## src/rtl/weight_pkg.sv

```systemverilog
// Shared constants and types for the layer weight memory (weight_bank).
package weight_pkg;

  localparam int unsigned W_WIDTH = 10;
  localparam int unsigned W_DEPTH = 128;
  localparam int unsigned W_ADDR  = $clog2(W_DEPTH);

  typedef logic signed [W_WIDTH-1:0] weight_t;

  typedef enum logic [1:0] {
    IDLE  = 2'd0,
    FETCH = 2'd1,
    RESP  = 2'd2
  } wb_state_t;

endpackage

```

## src/rtl/weight_deserializer.sv

```systemverilog
// Serial-to-parallel weight loader, MSB first. With WEIGHT_PARITY_EN each word
// carries a trailing even-parity bit and par_err flags a bad word.
module weight_deserializer
  import weight_pkg::*;
#(
  parameter int unsigned WIDTH = W_WIDTH
) (
  input  logic             Clock,
  input  logic             Rst,
  input  logic             we,
  input  logic             din,
  output logic             word_valid,
  output logic [WIDTH-1:0] word
`ifdef WEIGHT_PARITY_EN
  ,
  output logic             par_err
`endif
);

`ifdef WEIGHT_PARITY_EN
  localparam int unsigned NB = WIDTH + 1;
`else
  localparam int unsigned NB = WIDTH;
`endif
  localparam int unsigned CW = $clog2(NB);
  localparam int unsigned SW = NB - 1;

  logic [CW-1:0] bit_cnt;
  logic [SW-1:0] shreg;
  logic          last;

  // The final bit is taken straight from din so the word writes on the same edge.
  assign last       = we && (bit_cnt == CW'(NB - 1));
  assign word_valid = last;

  always_ff @(posedge Clock or posedge Rst) begin
    if (Rst) begin
      bit_cnt <= '0;
      shreg   <= '0;
    end else if (!we) begin
      bit_cnt <= '0;
    end else begin
      shreg   <= {shreg[SW-2:0], din};
      bit_cnt <= last ? '0 : bit_cnt + 1'b1;
    end
  end

`ifdef WEIGHT_PARITY_EN
  assign word    = shreg;
  assign par_err = ^{shreg, din};
`else
  assign word = {shreg, din};
`endif

endmodule

```

## src/rtl/weight_bank.sv

```systemverilog
// Per-layer weight memory: serial load port plus vector read with valid/ready.
// Optional WEIGHT_PARITY_EN adds per-word even parity and a sticky ParErr.
module weight_bank
  import weight_pkg::*;
#(
  parameter  int unsigned WIDTH  = W_WIDTH,
  parameter  int unsigned DEPTH  = W_DEPTH,
  parameter  int unsigned VEC    = 10,
  localparam int unsigned ADDR_W = $clog2(DEPTH)
) (
  input  logic                        Clock,
  input  logic                        Rst,
  input  logic                        WE,
  input  logic                        In,
  output logic [ADDR_W:0]             LoadCount,
  input  logic                        ReqValid,
  input  logic [ADDR_W-1:0]           ReqAddr,
  output logic                        ReqReady,
  output logic                        RspValid,
  input  logic                        RspReady,
  output logic [VEC-1:0][WIDTH-1:0]   RspData,
  output logic                        ParErr
);

  localparam int unsigned     IW     = $clog2(VEC + 1);
  localparam logic [IW-1:0]   LAST_I = IW'(VEC);
  localparam logic [ADDR_W:0] FULL   = (ADDR_W + 1)'(DEPTH);
  localparam logic [ADDR_W-1:0] TOP_A = ADDR_W'(DEPTH - 1);

  wb_state_t         state;
  logic [WIDTH-1:0]  mem [DEPTH];
  logic [ADDR_W-1:0] wr_ptr;
  logic [ADDR_W-1:0] base;
  logic [ADDR_W-1:0] rd_addr;
  logic [IW-1:0]     idx;
  logic [WIDTH-1:0]  rd_q;
  logic [WIDTH-1:0]  word;
  logic              word_valid;
  logic              accept;

`ifdef WEIGHT_PARITY_EN
  logic par_err;

  weight_deserializer #(.WIDTH(WIDTH)) u_deser (
    .Clock      (Clock),
    .Rst        (Rst),
    .we         (WE),
    .din        (In),
    .word_valid (word_valid),
    .word       (word),
    .par_err    (par_err)
  );

  always_ff @(posedge Clock or posedge Rst) begin
    if (Rst)                        ParErr <= 1'b0;
    else if (word_valid && par_err) ParErr <= 1'b1;
  end
`else
  weight_deserializer #(.WIDTH(WIDTH)) u_deser (
    .Clock      (Clock),
    .Rst        (Rst),
    .we         (WE),
    .din        (In),
    .word_valid (word_valid),
    .word       (word)
  );

  assign ParErr = 1'b0;
`endif

  always_ff @(posedge Clock or posedge Rst) begin
    if (Rst) begin
      wr_ptr    <= '0;
      LoadCount <= '0;
    end else if (word_valid) begin
      wr_ptr <= (wr_ptr == TOP_A) ? '0 : wr_ptr + 1'b1;
      if (LoadCount != FULL) LoadCount <= LoadCount + 1'b1;
    end
  end

  assign rd_addr = base + ADDR_W'(idx);

  // Read and write share an edge, so a colliding fetch sees the old word.
  always_ff @(posedge Clock) begin
    if (word_valid) mem[wr_ptr] <= word;
    if (state == FETCH && idx != LAST_I) rd_q <= mem[rd_addr];
  end

  // A new request may be taken on the same edge the response is consumed,
  // giving one vector every VEC+2 cycles.
  assign ReqReady = !Rst && !WE &&
                    (state == IDLE || (state == RESP && RspReady));
  assign accept   = ReqValid && ReqReady;
  assign RspValid = (state == RESP);

  always_ff @(posedge Clock or posedge Rst) begin
    if (Rst) begin
      state   <= IDLE;
      base    <= '0;
      idx     <= '0;
      RspData <= '0;
    end else begin
      if (state == FETCH) begin
        for (int unsigned k = 0; k < VEC; k++) begin
          if (idx == IW'(k + 1)) RspData[k] <= rd_q;
        end
        if (idx == LAST_I) state <= RESP;
        else               idx   <= idx + 1'b1;
      end
      if (state == RESP && RspReady) state <= IDLE;
      if (accept) begin
        base  <= ReqAddr;
        idx   <= '0;
        state <= FETCH;
      end
    end
  end

endmodule

```

## config.mk

```make
export PLATFORM = sky130hd
export DESIGN_NAME = weight_bank
export DESIGN_NICKNAME = d
export VERILOG_FILES = /design/src/rtl/weight_pkg.sv /design/src/rtl/weight_deserializer.sv /design/src/rtl/weight_bank.sv
export SDC_FILE = /design/constraint.sdc
export NUM_CORES = 1
export LEC_CHECK = 0
export CORE_MARGIN = 1
export CORE_UTILIZATION = 30
export DETAILED_ROUTE_END_ITERATION = 12
export PLACE_DENSITY = 0.52
export SYNTH_ARGS = -nofsm -noshare
export SYNTH_HDL_FRONTEND = slang
export SYNTH_SLANG_ARGS = --single-unit
```

## constraint.sdc

```tcl
create_clock -name Clock -period 4.83 [get_ports Clock]
set_input_delay 0.483 -clock Clock [delete_from_list [all_inputs] [get_ports Clock]]
set_output_delay 0.483 -clock Clock [all_outputs]
set_load 0.01 [all_outputs]
```

==> results_dict.tcl <==
set metrics [dict create \
    p_int_w 0.02163 \
    ir_drop_v 0.0002512 \
    ys_types 54 \
    critPathMaxFanout 30 \
    final_area_sq_um 66120 \
    antenna_found_initial 5 \
    post-route-period-util 0.9084 \
    rows 157 \
    clockRootBuffer "clkbuf_16" \
    ctsHtreeMaxLevel 4 \
    core_sq_um 183700 \
    overflow 0 \
    place_congestion 0.8032 \
    pre_cts_slack_ns 0.4681 \
    cp-start-kind "register" \
    r2r-start "idx[0]" \
    startpoint "idx[0]" \
    min_period_ns 4.387 \
    synth_top_area_cell "edfxtp_1" \
    die-width_um 432.9 \
    drt_first_pass_iters 5 \
    postPlaceCellArea_sq_um 61360 \
    stdcell_count 5704 \
    min_path_type "input pin to register" \
    synth_top_area_share 0.6955 \
    fp.dieH_um 432.9 \
    synthCells 2782 \
    drtIter0Drc 2593 \
    async_reset_ff_frac 0.09853 \
    grt_pass1_wl_mm 208.8 \
    grt_pass1_vias 28500 \
    finalWorstSetupSlack_ns 0.4426 \
    crit_required_ns 5.33 \
    ys.warnings.count 0 \
    start_util 0.3032 \
    dp.cells 5432 \
    clkPwrFrac 0.395 \
    power_density_nw_per_um2 431.8 \
    drt-wirelength-per-cell_um 25.17 \
    p_sw_w 0.006918 \
    vias_per_cell 4.902 \
    cts_resized 0 \
    ant_nets 0 \
    rsz0062_at_grt "no" \
    hold_violations 0 \
    clock_path_buffers 3 \
    p_comb_frac 0.085 \
    setup_tns_ns 0 \
    drc_errors 0 \
    finClkSkew_ns 0.02461 \
    syn_to_final_growth_pct 18.72 \
    drv_slew 0 \
    ys_seq_elements 1431 \
    slew_headroom 0.2198 \
    ios 124 \
    avgSynthCellArea_sq_um 20.02 \
    tightestPinTransition_ns 1.170 \
    cts_tree "done" \
    synth-edff-count 1290 \
    p_seq_frac 0.520 \
    critPathKind "register to register" \
    cts.sinks 1431 \
    synth_area_leaders "edfxtp_1, mux4_2, dfrtp_1, mux2_2, nand2_1" \
    ctsHoldBuffers 0 \
    drive_above_1_share 0.2770 \
    post_cts_buffers 0 \
    clkTransAtPathRegs_ns 0.06 \
    critPathArrivalTime_ns 4.89 \
    end_kind "register" \
    fmax_mhz 227.9 \
    fin_nets 3146 \
    p_sw_frac 0.2423 \
    vias 27960 \
    p_leak_nw 22.02 \
    synth-main-ff-cell "edfxtp_1" \
    die_area_sq_um 187400 \
    clk-insertion-delay-late_ns 0.79 \
    hold_start "In" \
    synth-seq-area-share 0.7589 \
    synth_area_sq_um 55700 \
    status "complete, no violations" \
    portBuffers 122 \
    grt_max_degree 90 \
    setup_viol_count_final 0 \
    drt_wl_total_mm 143.6 \
    synth_fp_nets 2809 \
    fillerInstances 16970 \
    hpwl_mm 89.47 \
    max_cap_viol_count 0 \
    grt_use_total 0.1537 \
    numCtsBuffers 149 \
]
layout make-up:
class / instances / area (sq um) / area share
diodes: 2 / 5.005 / 0.00007569
clock buffers: 181 / 3849 / 0.05821
clock inverters: 89 / 904.6 / 0.01368
inverters: 13 / 53.80 / 0.0008137
multi-input cells: 1184 / 12820 / 0.1939
flip-flops and latches: 1431 / 42300 / 0.6397
well taps: 2464 / 3083 / 0.04663
repair buffers: 340 / 3105 / 0.04697
worst paths after layout:
path	endpoint	slack (ns)	cells after the start
setup / recovery	rd_q[6]	0.44	11
hold / removal	mem[15][0]	0.20	1
setup reg to reg	rd_q[6]	0.44	11
hold reg to reg	u_deser.bit_cnt[0]	0.49	1
max in group asynchronous	RspData[56]	3.75	3
min in group asynchronous	RspData[27]	0.21	2
critical path: stages, from the launching register on:
cell,delay [ns]
dfrtp_1,0.45
ha_4,0.19
inv_1,0.05
fa_4,1.04
buf_12,0.31
buf_12,0.22
mux4_2,0.36
mux2_2,0.31
mux2i_1,0.18
a22oi_1,0.21
o21ai_0,0.59
nor4_1,0.14
stage by stage:
step	util	power [W]	hold WS [ns]
after floorplan	-	0.01634	0.4578
after global placement	0.3341	0.01755	0.4815
after detailed placement	0.3341	0.01759	0.4888
after CTS	0.3600	0.02886	0.1538
after global routing	0.3600	0.02944	0.1741
final	0.3600	0.02855	0.2003
sequential cells by signal, indices dropped and copies added (netlist names):
signal and count:
base 7, mem 1280, rd_q 10, RspData 100
u_deser.shreg 9, idx 4, wr_ptr 7, state 2
LoadCount 8, u_deser.bit_cnt 4
synthesized netlist by cell type (all sizes together) (13+ instances only):
cell / instances
edfxtp: 1290
mux4: 319
nand2: 190
nor2: 175
dfrtp: 141
mux2: 122
clkbuf: 80
buf: 74
mux2i: 62
nand3: 36
o21ai: 27
a21oi: 25
nor3: 21
o22ai: 19
a22oi: 18
xnor2: 16
and3: 14
o2111ai: 14
ha: 13
inv: 13
logic make-up (layout without fill, tap and decap cells):
kind of cell	count (synthesis)	after routing	synth area share
AOI/OAI and AO/OA	159	159	0.01954
DFF	1431	1431	0.7589
xor gates and xnor gates	20	20	0.003550
adders and majority gates	14	14	0.003280
other	1	3	0.00006733
buffers and inverters	167	623	0.01267
muxes	503	503	0.1648
and+or+nand+nor	487	487	0.03722
cell usage in the layout (no fill, tap or decap), types with 9 or more instances in the layout:
cell / n
bufinv_16: 13
mux4_2: 319
a22oi_1: 18
clkbuf_1: 32
buf_4: 199
inv_1: 12
and3_1: 14
mux2i_1: 62
o21ai_0: 27
dfrtp_1: 132
o22ai_1: 19
dfrtp_4: 9
o2111ai_1: 14
nand4_1: 9
clkbuf_16: 149
a21oi_1: 25
nand3_1: 36
clkinv_2: 27
clkinv_1: 27
o211ai_1: 10
buf_12: 20
nor3_1: 19
ha_1: 12
nand2_1: 190
xnor2_1: 14
nor2_1: 173
a221oi_1: 12
inv_6: 9
mux2_2: 122
nor2b_1: 9
clkdlybuf4s50_1: 121
edfxtp_1: 1290
power by group through the flow:
stage               Combinational (W)  Sequential, W  Clock [W]
floorplan                     0.00125         0.0151          0
global placement              0.00244         0.0151          0
detailed placement            0.00246         0.0151          0
CTS                           0.00246         0.0149     0.0115
global route                  0.00259         0.0149     0.0120
finish                        0.00241         0.0149     0.0113
layer usage:
metal,wire length (um),vias up,track usage
li1,-,11960,-
met1,64020,14910,0.2148
met2,67150,894,0.2424
met3,9428,196,0.03241
met4,2964,2,0.04087
met5,11,-,0
Power figures use the tool's default switching activity.
